### src/rtl/mc_run_if.sv
// Command/result bus between the host, the Monte Carlo datapath and mc_run_ctrl.
// The controller connects through the slave modport; the host/datapath side uses master.
interface mc_run_if #(
   parameter int CW = 32
);
   logic          start;
   logic          abort;
   logic [CW-1:0] n_trials;
   logic          seed_dv;
   logic [31:0]   seed_a;
   logic [31:0]   seed_b;
   logic          issue;
   logic          res_valid;
   logic          res_hit;
   logic          busy;
   logic          done;
   logic          aborted;
   logic          err;
   logic [CW-1:0] hits;
   logic [CW-1:0] misses;

   modport master (
      output start, abort, n_trials, res_valid, res_hit,
      input  seed_dv, seed_a, seed_b, issue, busy, done, aborted, err, hits, misses
   );

   modport slave (
      input  start, abort, n_trials, res_valid, res_hit,
      output seed_dv, seed_a, seed_b, issue, busy, done, aborted, err, hits, misses
   );
endinterface

### src/rtl/mc_run_ctrl.sv
// Run controller for the Monte Carlo pi datapath: seeds the LFSRs, issues darts under a
// credit limit, tallies hit/miss results, and handles abort with an in-flight flush.
module mc_run_ctrl #(
   parameter int          CW       = 32,
   parameter logic [31:0] SEED_A   = 32'hDEADBEEF,
   parameter logic [31:0] SEED_B   = 32'h0F00BA20,
   parameter int          MAX_INFL = 4
) (
   input logic     clk,
   input logic     rst,
   mc_run_if.slave bus
);
   typedef enum logic [2:0] {IDLE, SEED, ISSUE, DRAIN, FLUSH} state_t;

   state_t        state, state_nxt;
   logic [CW-1:0] n_lat, issued, returned, hits_q, misses_q, outstanding;
   logic [31:0]   run_idx;
   logic          done_q, aborted_q, err_q;
   logic          can_issue, counting, ret_ok, accept, drain_done, flush_done;

   assign outstanding = issued - returned;
   assign can_issue   = (state == ISSUE) && (issued < n_lat) && (outstanding < CW'(MAX_INFL));
   assign counting    = (state == SEED) || (state == ISSUE) || (state == DRAIN);
   // Any strobe with nothing outstanding (or while idle) is a protocol error, not a result.
   assign ret_ok      = bus.res_valid && (outstanding != '0) && (state != IDLE);
   assign accept      = bus.start && !bus.abort;
   assign drain_done  = (returned + CW'(ret_ok)) == n_lat;
   assign flush_done  = outstanding == CW'(ret_ok);

   always_ff @(posedge clk or posedge rst) begin
      if (rst) state <= IDLE;
      else     state <= state_nxt;
   end

   always_comb begin
      state_nxt = state;
      case (state)
         IDLE:  if (accept && bus.n_trials != '0) state_nxt = SEED;
         SEED:  state_nxt = bus.abort ? FLUSH : ISSUE;
         ISSUE: begin
            if (bus.abort)                                state_nxt = FLUSH;
            else if (can_issue && (issued + 1'b1 == n_lat)) state_nxt = DRAIN;
         end
         DRAIN: begin
            if (bus.abort)      state_nxt = FLUSH;
            else if (drain_done) state_nxt = IDLE;
         end
         FLUSH: if (flush_done) state_nxt = IDLE;
         default: state_nxt = IDLE;
      endcase
   end

   always_comb begin
      bus.seed_dv = (state == SEED);
      bus.seed_a  = (state == SEED) ? (SEED_A ^ run_idx) : '0;
      bus.seed_b  = (state == SEED) ? (SEED_B ^ run_idx) : '0;
      bus.issue   = can_issue;
      bus.busy    = (state != IDLE);
      bus.done    = done_q;
      bus.aborted = aborted_q;
      bus.err     = err_q;
      bus.hits    = hits_q;
      bus.misses  = misses_q;
   end

   always_ff @(posedge clk or posedge rst) begin
      if (rst) begin
         n_lat     <= '0;
         issued    <= '0;
         returned  <= '0;
         hits_q    <= '0;
         misses_q  <= '0;
         run_idx   <= '0;
         done_q    <= 1'b0;
         aborted_q <= 1'b0;
         err_q     <= 1'b0;
      end else begin
         if (state == IDLE && accept) begin
            n_lat     <= bus.n_trials;
            issued    <= '0;
            returned  <= '0;
            hits_q    <= '0;
            misses_q  <= '0;
            done_q    <= (bus.n_trials == '0);
            aborted_q <= 1'b0;
            err_q     <= 1'b0;
         end
         if (can_issue) issued <= issued + 1'b1;
         // Results landing in FLUSH only release credit; the tallies stay frozen.
         if (ret_ok) begin
            returned <= returned + 1'b1;
            if (counting) begin
               if (bus.res_hit) hits_q   <= hits_q + 1'b1;
               else             misses_q <= misses_q + 1'b1;
            end
         end
         if (bus.res_valid && !ret_ok) err_q <= 1'b1;
         if (state == DRAIN && !bus.abort && drain_done) begin
            done_q  <= 1'b1;
            run_idx <= run_idx + 1'b1;
         end
         if (state == FLUSH && flush_done) begin
            aborted_q <= 1'b1;
            done_q    <= 1'b0;
         end
      end
   end
endmodule

### src/flat_wrapper.sv
// flat-port wrapper written by rule: the top's interface ports become plain ports
module mc_run_ctrl_flat 
#(
   parameter int          CW       = 32,
   parameter logic [31:0] SEED_A   = 32'hDEADBEEF,
   parameter logic [31:0] SEED_B   = 32'h0F00BA20,
   parameter int          MAX_INFL = 4
)
  (clk, rst, bus_start, bus_abort, bus_n_trials, bus_res_valid, bus_res_hit, bus_seed_dv, bus_seed_a, bus_seed_b, bus_issue, bus_busy, bus_done, bus_aborted, bus_err, bus_hits, bus_misses);
  mc_run_if #(.CW(CW)) bus_i ();
  input logic clk;
  input logic rst;
  input wire logic [$bits(bus_i.start)-1:0] bus_start;
  input wire logic [$bits(bus_i.abort)-1:0] bus_abort;
  input wire logic [$bits(bus_i.n_trials)-1:0] bus_n_trials;
  input wire logic [$bits(bus_i.res_valid)-1:0] bus_res_valid;
  input wire logic [$bits(bus_i.res_hit)-1:0] bus_res_hit;
  output wire logic [$bits(bus_i.seed_dv)-1:0] bus_seed_dv;
  output wire logic [$bits(bus_i.seed_a)-1:0] bus_seed_a;
  output wire logic [$bits(bus_i.seed_b)-1:0] bus_seed_b;
  output wire logic [$bits(bus_i.issue)-1:0] bus_issue;
  output wire logic [$bits(bus_i.busy)-1:0] bus_busy;
  output wire logic [$bits(bus_i.done)-1:0] bus_done;
  output wire logic [$bits(bus_i.aborted)-1:0] bus_aborted;
  output wire logic [$bits(bus_i.err)-1:0] bus_err;
  output wire logic [$bits(bus_i.hits)-1:0] bus_hits;
  output wire logic [$bits(bus_i.misses)-1:0] bus_misses;
  assign bus_i.start = bus_start;
  assign bus_i.abort = bus_abort;
  assign bus_i.n_trials = bus_n_trials;
  assign bus_i.res_valid = bus_res_valid;
  assign bus_i.res_hit = bus_res_hit;
  assign bus_seed_dv = bus_i.seed_dv;
  assign bus_seed_a = bus_i.seed_a;
  assign bus_seed_b = bus_i.seed_b;
  assign bus_issue = bus_i.issue;
  assign bus_busy = bus_i.busy;
  assign bus_done = bus_i.done;
  assign bus_aborted = bus_i.aborted;
  assign bus_err = bus_i.err;
  assign bus_hits = bus_i.hits;
  assign bus_misses = bus_i.misses;
  mc_run_ctrl #(.CW(CW), .SEED_A(SEED_A), .SEED_B(SEED_B), .MAX_INFL(MAX_INFL)) u_core (.clk(clk), .rst(rst), .bus(bus_i));
endmodule
### config.mk
export PLATFORM = sky130hd
export DESIGN_NAME = mc_run_ctrl_flat
export DESIGN_NICKNAME = d
export VERILOG_FILES = /design/src/rtl/mc_run_if.sv /design/src/rtl/mc_run_ctrl.sv /design/src/flat_wrapper.sv
export SDC_FILE = /design/constraint.sdc
export NUM_CORES = 1
export LEC_CHECK = 0
export ABC_AREA = 1
export CELL_PAD_IN_SITES_DETAIL_PLACEMENT = 1
export CELL_PAD_IN_SITES_GLOBAL_PLACEMENT = 2
export CORE_MARGIN = 3
export CORE_UTILIZATION = 35
export CTS_BUF_LIST = sky130_fd_sc_hd__clkbuf_8
export DETAILED_ROUTE_END_ITERATION = 6
export HOLD_SLACK_MARGIN = 0.08
export PLACE_DENSITY = 0.95
export RECOVER_POWER = 25
export SLEW_MARGIN = 20
export SYNTH_ARGS = -nofsm -noshare
export SYNTH_HDL_FRONTEND = slang
export SYNTH_SLANG_ARGS = --single-unit
### constraint.sdc
create_clock -name clk -period 20.8 [get_ports clk]
set_clock_uncertainty 0.2 [all_clocks]
set_input_delay 3.12 -clock clk [delete_from_list [all_inputs] [get_ports clk]]
set_output_delay 3.12 -clock clk [all_outputs]
set_load 0.05 [all_outputs]
# ---- After elaboration in Yosys (flattened, before gate mapping)
# Index checks and enable logic that the tools add are counted.
dict set report word_totals {
  reg_bits 198
  in_bits 38
  out_inout_bits 134
  word_cells 86
}
dict set report classes {
  add_sub_neg 7
  n_lt_le_gt_ge 2
  n_eq_ne 11
  muxes 27
  bitwise 2
  reduce_logical 27
}
# operator count
set ops {}
lappend ops {{$mux W32} 13}
lappend ops {{$add A32 B1 Y32 const B} 5}
lappend ops {{$eq A32 B32 Y1} 2}
lappend ops {{$reduce_bool A32 Y1} 2}
lappend ops {{$add A32 B1 Y32} 1}
lappend ops {{$eq A32 B1 Y1} 1}
lappend ops {{$logic_not A32 Y1} 1}
lappend ops {{$lt A32 B3 Y1 const B} 1}
lappend ops {{$lt A32 B32 Y1} 1}
lappend ops {{$sub A32 B32 Y32} 1}
lappend ops {{$not A24 Y24} 1}
lappend ops {{$mux W3} 7}
lappend ops {{$pmux W3 S5} 1}
lappend ops {{$logic_and A1 B1 Y1} 12}
lappend ops {{$not A10 Y10} 1}
lappend ops {{$reduce_bool A2 Y1} 4}
lappend ops {{$eq A3 B2 Y1 const B} 2}
lappend ops {{$mux W1} 6}
lappend ops {{$reduce_bool A3 Y1} 2}
lappend ops {{$ne A2 B1 Y1 const B} 2}
lappend ops {{$reduce_and A4 Y1} 1}
lappend ops {{$eq A3 B1 Y1 const B} 1}
lappend ops {{$eq A3 B3 Y1 const B} 1}
lappend ops {{$logic_not A3 Y1} 1}
lappend ops {{other kinds (4)} 6}

# ---- Depth between registers and ports, before layout
dict set report depth {
  depth_word 9
  depth_mapped 44
  mapped_depth_nobuf 41
}

# ---- Worst setup path before layout
# No wires, ideal clock.
dict set report synth_timing {
  path_type {input to register}
  startpoint {input bus_res_valid}
  endpoint {register u_core.run_idx[11]}
  setup_ns 0.125
  arrival_time_ns 5.980
  t_required_ns 20.475
  setup_slack_ns 14.495
  path_stages 21
  path_buffers 3
  cell_sequence {inv_1 -> nor2_1 -> nand2_4 -> inv_2 -> buf_6 -> buf_6 -> ha_1 -> ha_1 -> nand3_1 -> inv_1 -> nand2_1 -> nor2_4 -> xor2_1 -> nand2_1 -> nor3_1 -> nand2_1 -> nor2_1 -> nand3_1 -> nor2_2 -> buf_6 -> mux2_2}
}
dict set report synth_between {
  elab_chain_len 5
}
# element line_no
set synth_rtl {}
lappend synth_rtl {{start, declared} flat_wrapper.sv:16} ;# input wire logic [$bits(bus_i.res_valid)-1:0] bus_res_valid;
lappend synth_rtl {{$logic_and A1 B1 Y1 (2 in a row)} mc_run_ctrl.sv:25} ;# assign ret_ok = bus.res_valid && (outstanding != '0) && (state != IDLE);
lappend synth_rtl {{$add A32 B1 Y32} mc_run_ctrl.sv:27} ;# assign drain_done = (returned + CW'(ret_ok)) == n_lat;
lappend synth_rtl {{$eq A32 B32 Y1} mc_run_ctrl.sv:27}
lappend synth_rtl {{$logic_and A1 B1 Y1} mc_run_ctrl.sv:98} ;# if (state == DRAIN && !bus.abort && drain_done) begin
lappend synth_rtl {{end signal, assigned} mc_run_ctrl.sv:100} ;# run_idx <= run_idx + 1'b1;
lappend synth_rtl {{end, declared} mc_run_ctrl.sv:17} ;# logic [31:0] run_idx;
# No other way between the ends.
# A chain may end at the register's enable or synchronous reset.

==> results.txt <==
----------------------------------------------------
[Outcome]
  Outcome ... finished with violations
  Violations in the final reports ... max-capacitance violations, max-slew violations

[Layout]
  Ratio of cells with drive above 1 in the final layout ... 2.360%
  Area taken by flip-flops and latches ... 0.004955 mm2
  Layout Area Growth over Synthesis ... 14.31%
  # fillers ... 6969
  Cell area after layout ... 0.02089 mm2
  Net count reported at finish ... 3233
  Multi-input gate area ... 0.01123 mm2
  Final standard cell count with taps included and fillers excluded ... 3816
  Diode insertion count for antenna repair ... 0

[Detailed routing]
  Met1 wire length ... 34830 um
  Via density per instance ... 5.346
  Number of DRC violations after detailed routing ... 0
  Highest metal layer with signal wires ... met4
  Met2 wire length ... 34600 um
  Via count ... 20400
  Count of TritonRoute iterations in the first routing pass ... 5
  Length of routed met3 wiring ... 3795 um
  Average wire per cell in the routed design ... 19.77 um
  Routed wire length ... 75430 um
  Antenna viol nets, final ... 0
  First-iteration detailed-routing DRC count ... 1419

[CTS]
  Number of instances resized during post-cts repair ... 0
  Maximum buffer depth of the clock tree ... 2
  H-tree depth ... 4
  Reg clk slew, reported paths ... 0.12 ns
  Root buf cell ... clkbuf_8
  Num CTS Buffers ... 17
  Clock latency on the worst-skew pair ... 0.59 ns
  Clk sinks ... 198
  Total setup buffers inserted after CTS ... 0
  TritonCTS clock tree ... done
  Post-cts hold buffer count ... 0

[STA]
  Transition time of the tightest slew-check pin ... 4.535 ns
  Final setup TNS ... 0 ns
  Period utilisation layout ... 44.60%
  Max frequency ... 0.1078 GHz
  Headroom to the max-slew limit ... -204.0%
  Final Hold Violating Endpoints ... 0
  Fin. max-slew vios ... 149
  Final setup violation count ... 0
  Min Tclk post-route ... 9.278 ns
  Unrepaired setup endpoints after global routing ... false

[Power and ir drop]
  Switching power summed over all nets ... 1.556 mW
  Power density relative to cell area ... 128.2 mW/mm2
  Gate power share ... 66.6%
  Maximum VDD drop ... 0.06834 mV
  Switching power share of the total ... 58.10%
  Int Power ... 1.122 mW
  Sequential group share of total power ... 21.6%
  Leak ... 9.776 nW
  Relative contribution of the clock network to total power ... 11.9%

[Synth]
  Fraction of post-synthesis cell area in the top cell type by area ... 27.11%
  Number of synthesized flops with an enable pin ... 0
  Cell type with the largest total area after synthesis ... dfrtp_1
  Most common cell in the synthesized netlist ... nand2_1
  Ranking of synthesized cells by area ... dfrtp_1 (27%), nand2_1 (21%), inv_1 (8.4%)
  Synthesized flop and latch total ... 198
  Post-Synthesis Mean Instance Area ... 6.053 um2
  Mapped cell area ... 0.01828 mm2
  Count of different cell masters after synthesis ... 51
  Share of synthesized area occupied by flip-flops and latches ... 27.11%
  Post-synthesis async set-or-reset flop share ... 100.0%
  Most instantiated cells after synthesis ... nand2_1 (1013), inv_1 (410), nor2_1 (378)
  Number of warnings reported in the yosys synthesis log ... 0
  Most instantiated flip-flop cell in the synthesis netlist ... dfrtp_1
  Synth Net Count ... 3129
  Gate Count Post-Synth ... 3019

[Worst hold path]
  Worst hold path type ... reg2reg

[Setup path]
  Required time of the critical path ... 21.22 ns
  Largest driver fanout on the critical path ... 93
  Arrival time worst endpoint ... 9.70 ns
  Worst setup path category ... in2async
  Category of the worst setup path capture point ... async pin
  Worst Setup Start Kind ... input pin

[GRT]
  Initial antenna violation count ... 1
  Wire length of the first global-routing pass ... 116500 um
  Via count of the first global-routing pass ... 20600
  Residual overflow from global routing ... 0
  Largest net degree at the start of global routing ... 102
  Aggregate global-route resource usage ... 27.33%

[Floorplanning]
  Die width ... 234.5 um
  Floorplan row count ... 83
  IO Pins ... 172
  Die height ... 234.5 um
  Starting utilization of the core area ... 35.48%
  Core outline area ... 0.05151 mm2
  Die Area ... 0.05499 mm2

[Placement]
  Placed inst area ... 0.02041 mm2
  Detailed placer's ending HPWL ... 58980 um
  Number of port buffers ... 171
  Global placement routability congestion ... 0.9497
  Placed insts ... 3782

[Flow run]
  Max-cap violations ... 2

----------------------------------------------------
-- registers in the layout, summed over array words and instances (netlist names), 3 cells and up --
signal             flops
u_core.bus.hits       32
u_core.issued         32
u_core.n_lat          32
u_core.state           3
u_core.returned       32
u_core.run_idx        32
u_core.bus.misses     32
-- power by group through the flow --
stage | Combinational [mW] | Sequential [mW] | Clock, mW
2_1_floorplan | 1.21 | 0.595 | 0
3_3_place_gp | 1.70 | 0.580 | 0
3_5_place_dp | 1.75 | 0.581 | 0
4_1_cts | 1.76 | 0.575 | 0.326
5_1_grt | 1.98 | 0.585 | 0.336
6_report | 1.78 | 0.577 | 0.317
-- final cells by class --
type | instances | share of cell area, %
timing repair buffer | 186 | 8.811
inverter | 413 | 7.433
tap | 680 | 4.073
multi-input combinational | 2307 | 53.74
clock buffer | 19 | 1.252
clock inverter | 13 | 0.9703
sequential | 198 | 23.72
-- cell usage in the layout (no fill, tap or decap), types with 32 or more instances in the layout --
cell type           n
o21ai_1            32
o21ai_0           181
a21oi_1            45
inv_1             409
clkdlybuf4s50_1   168
nor3_1             40
nor2_1            377
o22ai_1            34
nand2_1          1013
nand4_1            50
ha_1               71
xor2_1             88
nand3_1           237
dfrtp_1           198
-- cells by family (layout without fill, tap and decap cells) --
logic type / Yosys count / count (layout) / share of synthesized area, %
buffers and inverters: 514 / 631 / 11.58
multiplexers: 8 / 8 / 0.4861
AO/OA/AOI/OAI: 336 / 336 / 10.09
adder cells (fa/ha/maj): 72 / 72 / 4.971
flip-flops: 198 / 198 / 27.11
XOR/XNOR: 108 / 108 / 5.402
AND/OR/NAND/NOR: 1783 / 1783 / 40.36
-- per-layer routing --
layer,vias to the layer above,GRT usage (%)
met2,486,44.16
met4,0,9.449
met1,10060,37.10
met3,92,4.393
li1,9762,-
met5,-,0
-- worst max-delay path, cell delays in order --
cell and delay [ns]:
dlygate4sd3_1 0.55, clkinvlp_2 2.54, clkbuf_1 2.44, buf_4 0.94
-- final timing paths --
check | from | to | slack [ns] | cells after the start
max | rst | u_core.n_lat[31] | 11.52 | 4
min | u_core.bus.err | u_core.bus.err | 0.30 | 2
max reg2reg | u_core.issued[0] | u_core.run_idx[12] | 14.00 | 35
min reg2reg | u_core.bus.err | u_core.bus.err | 0.30 | 2
max in group clk | u_core.issued[0] | bus_issue | 12.48 | 18
min in group asynchronous | rst | u_core.run_idx[12] | 4.17 | 2
-- through the flow --
stage	hold WS [ns]	worst slack (ns)	power, mW	utilization (%)
floorplan	0.2881	12.08	1.800	-
global placement	0.2746	12.55	2.282	39.62
detailed placement	0.2779	12.48	2.333	39.62
CTS	0.3056	12.44	2.662	40.52
global route	0.3323	10.58	2.901	40.56
finish	0.3018	11.52	2.677	40.56
No activity file was read; power rests on OpenSTA's default activity.
